`config.mk`:
```
export PLATFORM = sky130hd
export DESIGN_NAME = mem_arbiter
export DESIGN_NICKNAME = d
export VERILOG_FILES = /design/src/rtl/mem_arbiter_pkg.sv /design/src/rtl/mem_arbiter_rr_arbiter.sv /design/src/rtl/mem_arbiter.sv
export SDC_FILE = /design/constraint.sdc
export NUM_CORES = 1
export LEC_CHECK = 0
export CAP_MARGIN = 30
export CELL_PAD_IN_SITES_DETAIL_PLACEMENT = 0
export CELL_PAD_IN_SITES_GLOBAL_PLACEMENT = 2
export CORE_MARGIN = 2
export CORE_UTILIZATION = 10
export DETAILED_ROUTE_END_ITERATION = 10
export PLACE_DENSITY = 0.95
export SKIP_CTS_REPAIR_TIMING = 1
export SLEW_MARGIN = 20
export SYNTH_ARGS = -nofsm -noshare
export SYNTH_HDL_FRONTEND = slang
export SYNTH_SLANG_ARGS = --single-unit
```
`constraint.sdc`:
```
create_clock -name clk -period 3.25 [get_ports clk]
set_input_delay 0.65 -clock clk [delete_from_list [all_inputs] [get_ports clk]]
set_output_delay 0.65 -clock clk [all_outputs]
set_load 0.03 [all_outputs]
```
`src/rtl/mem_arbiter_pkg.sv`:
```
// Shared bus types for the memory arbiter: command bus layout, mode codes and the idle command.
package BusTypes;

  typedef enum logic [1:0] {
    MODE_READ    = 2'b00,
    MODE_WRITE   = 2'b01,
    MODE_ALLOC   = 2'b10,
    MODE_SETZERO = 2'b11
  } mem_mode_t;

  typedef struct packed {
    logic [31:0] address;
    logic [31:0] offset;
    logic [31:0] data;
    mem_mode_t   mode;
  } mem_in_bus_t;

  typedef enum logic {
    ST_ISSUE,
    ST_DRAIN
  } arb_state_t;

  localparam mem_in_bus_t IDLE_CMD = '{address: 32'd0, offset: 32'd0, data: 32'd0, mode: MODE_READ};

  // Only read and alloc produce a data word one cycle after issue.
  function automatic logic returns_data(mem_mode_t mode);
    return (mode == MODE_READ) || (mode == MODE_ALLOC);
  endfunction

endpackage

```
`src/rtl/mem_arbiter_rr_arbiter.sv`:
```
// Round-robin selector: grants the first requester at or after ptr, wrapping modulo NREQ.
module rr_arbiter #(
  parameter int NREQ  = 2,
  parameter int PTR_W = 1
) (
  input  logic [NREQ-1:0]  req,
  input  logic [PTR_W-1:0] ptr,
  output logic [NREQ-1:0]  grant
);

  int   idx;
  logic found;

  always_comb begin
    grant = '0;
    found = 1'b0;
    idx   = 0;
    for (int k = 0; k < NREQ; k++) begin
      idx = int'(ptr) + k;
      if (idx >= NREQ) idx = idx - NREQ;
      if (!found && req[idx]) begin
        grant[idx] = 1'b1;
        found      = 1'b1;
      end
    end
  end

endmodule

```
`src/rtl/mem_arbiter.sv`:
```
// Round-robin arbiter that forwards one requester's command per cycle to mem_sys and
// routes the single-cycle-latency read/alloc response back to the issuing requester.
module mem_arbiter
  import BusTypes::*;
#(
  parameter int NREQ = 2
) (
  input  logic                   clk,
  input  logic                   reset,
  input  logic [NREQ-1:0]        req_valid,
  input  mem_in_bus_t [NREQ-1:0] req_bus,
  output logic [NREQ-1:0]        req_ready,
  output mem_in_bus_t            mem_bus,
  input  logic [31:0]            mem_data_out,
  output logic [NREQ-1:0]        rsp_valid,
  output logic [31:0]            rsp_data
);

  localparam int PTR_W = (NREQ > 1) ? $clog2(NREQ) : 1;

  arb_state_t       state_q;
  logic [PTR_W-1:0] ptr_q;
  logic             tag_valid_q;
  logic [PTR_W-1:0] tag_idx_q;

  logic [NREQ-1:0]  arb_req;
  logic [NREQ-1:0]  grant;
  logic [PTR_W-1:0] win_idx;
  logic             any_grant;

  // Reset and DRAIN both mask every request, which also forces the idle command.
  assign arb_req = (state_q == ST_ISSUE && !reset) ? req_valid : '0;

  rr_arbiter #(
    .NREQ  (NREQ),
    .PTR_W (PTR_W)
  ) u_rr (
    .req   (arb_req),
    .ptr   (ptr_q),
    .grant (grant)
  );

  always_comb begin
    win_idx = '0;
    for (int k = 0; k < NREQ; k++) begin
      if (grant[k]) win_idx = PTR_W'(k);
    end
  end

  assign any_grant = |grant;
  assign req_ready = grant;
  assign mem_bus   = any_grant ? req_bus[win_idx] : IDLE_CMD;
  assign rsp_data  = mem_data_out;

  // The tag is gated by reset so a response in flight when reset rises never appears.
  always_comb begin
    rsp_valid = '0;
    if (tag_valid_q && !reset) rsp_valid[tag_idx_q] = 1'b1;
  end

  always_ff @(posedge clk) begin
    if (reset) begin
      state_q     <= ST_ISSUE;
      ptr_q       <= '0;
      tag_valid_q <= 1'b0;
      tag_idx_q   <= '0;
    end else begin
      tag_valid_q <= any_grant && returns_data(mem_bus.mode);
      tag_idx_q   <= win_idx;
      case (state_q)
        ST_ISSUE: begin
          if (any_grant) begin
            ptr_q <= (win_idx == PTR_W'(NREQ - 1)) ? '0 : win_idx + 1'b1;
            if (mem_bus.mode == MODE_SETZERO) state_q <= ST_DRAIN;
          end
        end
        ST_DRAIN: state_q <= ST_ISSUE;
        default:  state_q <= ST_ISSUE;
      endcase
    end
  end

endmodule

```
# Word level (Yosys, flattened, before mapping)

Cells that the tools add are included.

Bits in registers: 4
Output and inout bits: 134
Input port bits: 232

Order comparisons: 9
Equality and inequality tests: 2
Mux-type cells: 27
Bitwise logic cells: 2
Reductions and logical operators: 13
Add/sub/neg operators: 4

Operator list:

| kind                                                                                 | number |
|---|---|
| 98-bit 2-to-1 mux                                                                    | 3 |
| 32-bit by 1-bit greater-or-equal comparator with 1-bit output, second input constant | 2 |
| 32-bit by 3-bit < comparator with 1-bit output, second input constant                | 2 |
| 32-bit 2-to-1 mux                                                                    | 2 |
| 32-bit by 3-bit greater-or-equal comparator with 1-bit output, second input constant | 1 |
| 32-bit by 3-bit subtractor with 32-bit output, second input constant                 | 1 |
| 1-bit 2-to-1 mux                                                                     | 14 |
| 2-bit 2-to-1 mux                                                                     | 4 |
| 1-bit logical AND                                                                    | 7 |
| 2-bit == test, second input constant                                                 | 2 |
| 1-bit by 2-bit < comparator with 1-bit output, second input constant                 | 2 |
| 1-bit demux with 1-bit select                                                        | 3 |
| 1-bit by 2-bit subtractor with 3-bit output, second input constant                   | 1 |
| 1-bit by 1-bit adder with 2-bit output, second input constant                        | 1 |
| 1-bit by 2-bit greater-or-equal comparator with 1-bit output, second input constant  | 1 |
| 1-bit zero test                                                                      | 2 |
| 2-bit zero test                                                                      | 1 |
| 2-bit OR                                                                             | 1 |
| 1-bit case mux with 2 select lines                                                   | 1 |
| 2-bit AND reduction                                                                  | 1 |
| 2-bit OR reduction                                                                   | 1 |
| 1-bit adder, second input constant                                                   | 1 |
| 1-bit greater-or-equal comparator, second input constant                             | 1 |
| 1-bit logical OR                                                                     | 1 |
| 1-bit inverter                                                                       | 1 |

# Depth between registers and ports, before layout

Depth after elaboration: 18
Mapped depth: 5

# By module

From an unflattened synthesis, not the netlist that was laid out.

Cells, all modules: 380
Area total of the unflattened synthesis: 1898.1 um^2

By module, submodules not included:

| module      | cells each | sequential area each (um^2) | instances | area each (um^2) |
|---|---|---|---|---|
| mem_arbiter | 377        | 80.1                        | 1         | 1879.3 |
| rr_arbiter  | 3          | 0.0                         | 1         | 18.8 |

# Least setup slack after synthesis

OpenSTA, ideal clock, no wires.

Path kind: input-to-output
From: in req_valid[0]
To: out mem_bus[10] (netlist name)
Data required time: 2600 ps
Path slack: 856 ps
Arrival: 1744 ps
Cell stages on the path: 5
Cell sequence: and2b_4 -> buf_4 -> clkbuf_1 -> nand3b_1 -> a21oi_1

RTL lines:

| what               | line              | source |
|---|---|---|
| start: declaration | mem_arbiter.sv:10 | `input logic [NREQ-1:0] req_valid,` |
| end: declaration   | mem_arbiter.sv:13 | `output mem_in_bus_t mem_bus,` |

# Final worst setup path

From: in req_valid[0]
To: out req_ready[1]

Word-level cells in the longest chain between the ends: 8
Elaborated cells between the ends (all ways): 13
Classes of those cells: mux (10); bitwise (1); reduce/logical (2)

Ends and longest elaborated chain:

| what                                                 | line                         | source |
|---|---|---|
| 2-bit 2-to-1 mux (*)                                 | mem_arbiter.sv:32            | `assign arb_req = (state_q == ST_ISSUE && !reset) ? req_valid : '0;` |
| 1-bit 2-to-1 mux (not written as such) (3 in series) | mem_arbiter_rr_arbiter.sv:21 | `if (!found && req[idx]) begin` |
| 1-bit 2-to-1 mux                                     | mem_arbiter_rr_arbiter.sv:21 |  |
| 1-bit zero test                                      | mem_arbiter_rr_arbiter.sv:21 |  |
| 1-bit logical AND                                    | mem_arbiter_rr_arbiter.sv:21 |  |
| 2-bit 2-to-1 mux (*)                                 | mem_arbiter_rr_arbiter.sv:21 |  |
| end: declaration                                     | mem_arbiter.sv:12            | `output logic [NREQ-1:0] req_ready,` |

Every way passes the cells marked *; elsewhere a longest branch is shown, timed or not. The select of a mux whose other input is x is not followed.

==> flow_summary_export.csv <==
group,metric,value,unit
detailed_routing,drtIter0Drc,272,
detailed_routing,wirelength,13330,µm
setup_path,rrSetupSlack,1960,ps
min_path,hold_end,"tag_idx_q",
synth,synth_cell_type_count,24,
flow_run,maxCapViolCount,0,
cells_and_area,seq_area,80.08,µm²
detailed_routing,first_pass_iters,4,
synth,dominantRegCellSynth,"dfxtp_1",
power_and_ir_drop,cellLeakagePower,1.947,nW
cells_and_area,drive_above_1_share,19.06,%
synth,synthXorXnorAreaFrac,0,%
grt,overflow,0,
grt,grt_pass1_wl,18720,µm
synth,synth_nets,635,
synth,synth-seq-area-share,3.349,%
sta,max_freq,0.3321,GHz
setup_path,end_kind,"output port",
grt,antenna_found_initial,0,
cells_and_area,nFillCells,2588,
synth,synth-seq-cells,4,
clocking,h-tree-depth,1,
synth,ys_warn_count,0,
synth,synth_compound_area_share,42.44,%
setup_path,startpoint,"req_valid[0]",
clocking,cts_buffers,3,
clocking,clk_latency,220,ps
sta,fin_crit,3011,ps
detailed_routing,drc,0,
synth,syn_inst,403,
synth,synth_most_common_cell,"a21oi_1",
clocking,cts.clk_slew.worst_paths,30,ps
sta,maxSlewHeadroom,64.70,%
floorplan,die_y,158.6,µm
setup_path,r2r_end,"tag_valid_q",
synth,synth_edf_count,0,
synth,async_flop_share,0,%
sta,hold_ws,485.2,ps
setup_path,max_stage_delay,760,ps
power_and_ir_drop,power_density,202.3,nW/µm²
synth,synth_top_family_by_area,"compound AO/OA/AOI/OAI gates",
synth,synth_fa_ha_area_share,0,%
floorplan,rows,56,
synth,synth_area_leaders,"nand3b_1, a21oi_1, o21ai_0",
detailed_routing,wire_per_inst,13.97,µm
floorplan,start_util,10.19,%
min_path,hold_path.class,"reg -> reg",
sta,hold_viol_final,0,
setup_path,crit_chain,"clkdlybuf4s50_1, and2b_4, nor4_1, clkdlybuf4s50_1",
clocking,clockBufferDepth,2,
floorplan,core_area,23470,µm²
setup_path,critPathMaxFanout,4,
grt,grt_max_degree,75,
clocking,clkSinkCount,4,
detailed_routing,viasPerCell,4.001,
sta,worst_pin_slew,529.6,ps
sta,period_share,92.65,%
detailed_routing,vias,3817,
setup_path,crit_required,2600,ps
clocking,cts_tree,"done",
synth,avgSynthCellArea,5.933,µm²
power_and_ir_drop,ir_worst_vdd,0.0001368,V
detailed_routing,final_antenna_net_count,0,
setup_path,cp.arrival,2360,ps
placement,gp_congestion,0.7335,
setup_path,r2r_cells,4,
synth,synth.area.mux_share,0,%
cells_and_area,final_nets,869,
sta,finalSetupViolCount,0,
floorplan,io_pins,366,
setup_path,path_common_cell,"clkdlybuf4s50_1",
synth,yosysTopAreaCellShare,30.77,%
cells_and_area,num_antenna_cells,0,
status,outcome,"finished, final reports clean",
clocking,clock-root-buffer,"clkbuf_16",
setup_path,startpoint_type,"input port",
setup_path,r2r-start,"ptr_q",
cells_and_area,multiInputGateArea,1831,µm²
sta,tns,0,ps
synth,yosysTopAreaCell,"nand3b_1",
grt,grt_util_all_layers,9.360,%
placement,io_buffer_count,301,
sta,finClkSkew,0.9493,ps
synth,synthesis.area,2391,µm²
synth,yosys.area_share.simple,33.80,%
setup_path,critPathKind,"in -> out",
cells_and_area,area_delta_synth_final,126.6,%
floorplan,die_x,158.6,µm
sta,rsz0062_at_grt,"false",
min_path,hold_depth,1,
synth,synth_common_cells,"a21oi_1, nand3b_1, o21ai_0, buf_4, clkbuf_1",
min_path,worstHoldStart,"state_q",
sta,drv_slew,0,
floorplan,die_area,25160,µm²
setup_path,slowest_stage,"clkdlybuf4s50_1",
placement,dpl.hpwl,10110,µm
grt,grt_pass1_vias,3568,
-- layout make-up --
type                       count  share of cell area, %
clock buffer                   3                  1.386
inverter                       2                 0.1386
multi-input combinational    310                  33.79
sequential                     4                  1.478
tap                          319                  7.367
timing repair buffer         316                  55.84
-- metrics by stage --
step / total power, mW / area (µm²) / std cells / worst slack, ps / util (%)
after floorplan: 0.5314 / 2391 / 403 / 856.1 / -
final: 1.096 / 5418 / 954 / 238.7 / 23.08
after CTS: 1.107 / 5418 / 954 / 199.9 / 23.08
after global placement: 0.9141 / 5343 / 951 / 243.5 / 22.76
after detailed placement: 0.9127 / 5343 / 951 / 207.3 / 22.76
after global routing: 1.166 / 5418 / 954 / 163.6 / 23.08
-- layout by cell type, fill, tap and decap left out --
cell and n:
clkdlybuf4s50_1 201, buf_4 103, a21oi_1 100, nand3b_1 98
o21ai_0 96, buf_12 12, dfxtp_1 4, clkbuf_16 3
nor4_1 2, nor2_1 2, o21ai_1 2, and3b_1 2
inv_2 1, and2b_4 1, nand2_1 1, nand3_1 1
inv_1 1, o21ai_4 1, nor3b_1 1, o31ai_1 1
nand4b_1 1, o211ai_1 1
-- registers in the layout, indices dropped and copies added (netlist names) --
register and count:
state_q 1, tag_valid_q 1, ptr_q 1, tag_idx_q 1
-- critical path: cells and delay by family --
family | cells | cell delay (ps)
buffers and inverters | 2 | 1260
and+or+nand+nor | 2 | 450
-- cells by family after synthesis --
kind of cell           count (synthesis)
AO/OA/AOI/OAI                        201
AND/OR/NAND/NOR                      109
buffers and inverters                 89
flip-flops                             4
-- how the worst max path moves through the flow --
stage	cells past startpoint	slack, ps	endpoint
detailed placement	4	210	req_ready[1]
global placement	4	240	req_ready[1]
CTS	4	200	req_ready[1]
floorplan	5	860	mem_bus[10]
finish	4	240	req_ready[1]
global route	4	160	req_ready[1]
-- metal layers --
layer	up-vias	wire length (µm)	track usage [%]
li1	1896	-	-
met1	1700	4872	10.27
met2	199	6765	17.42
met3	22	1403	2.586
met4	0	288	2.831
met5	-	0	0
-- power by group --
part / total, mW / switching [mW] / internal, mW
clock: 0.189 / 0.0321 / 0.157
combinational: 0.852 / 0.418 / 0.434
sequential: 0.0542 / 0.00174 / 0.0525
No activity file was read; power rests on OpenSTA's default activity.
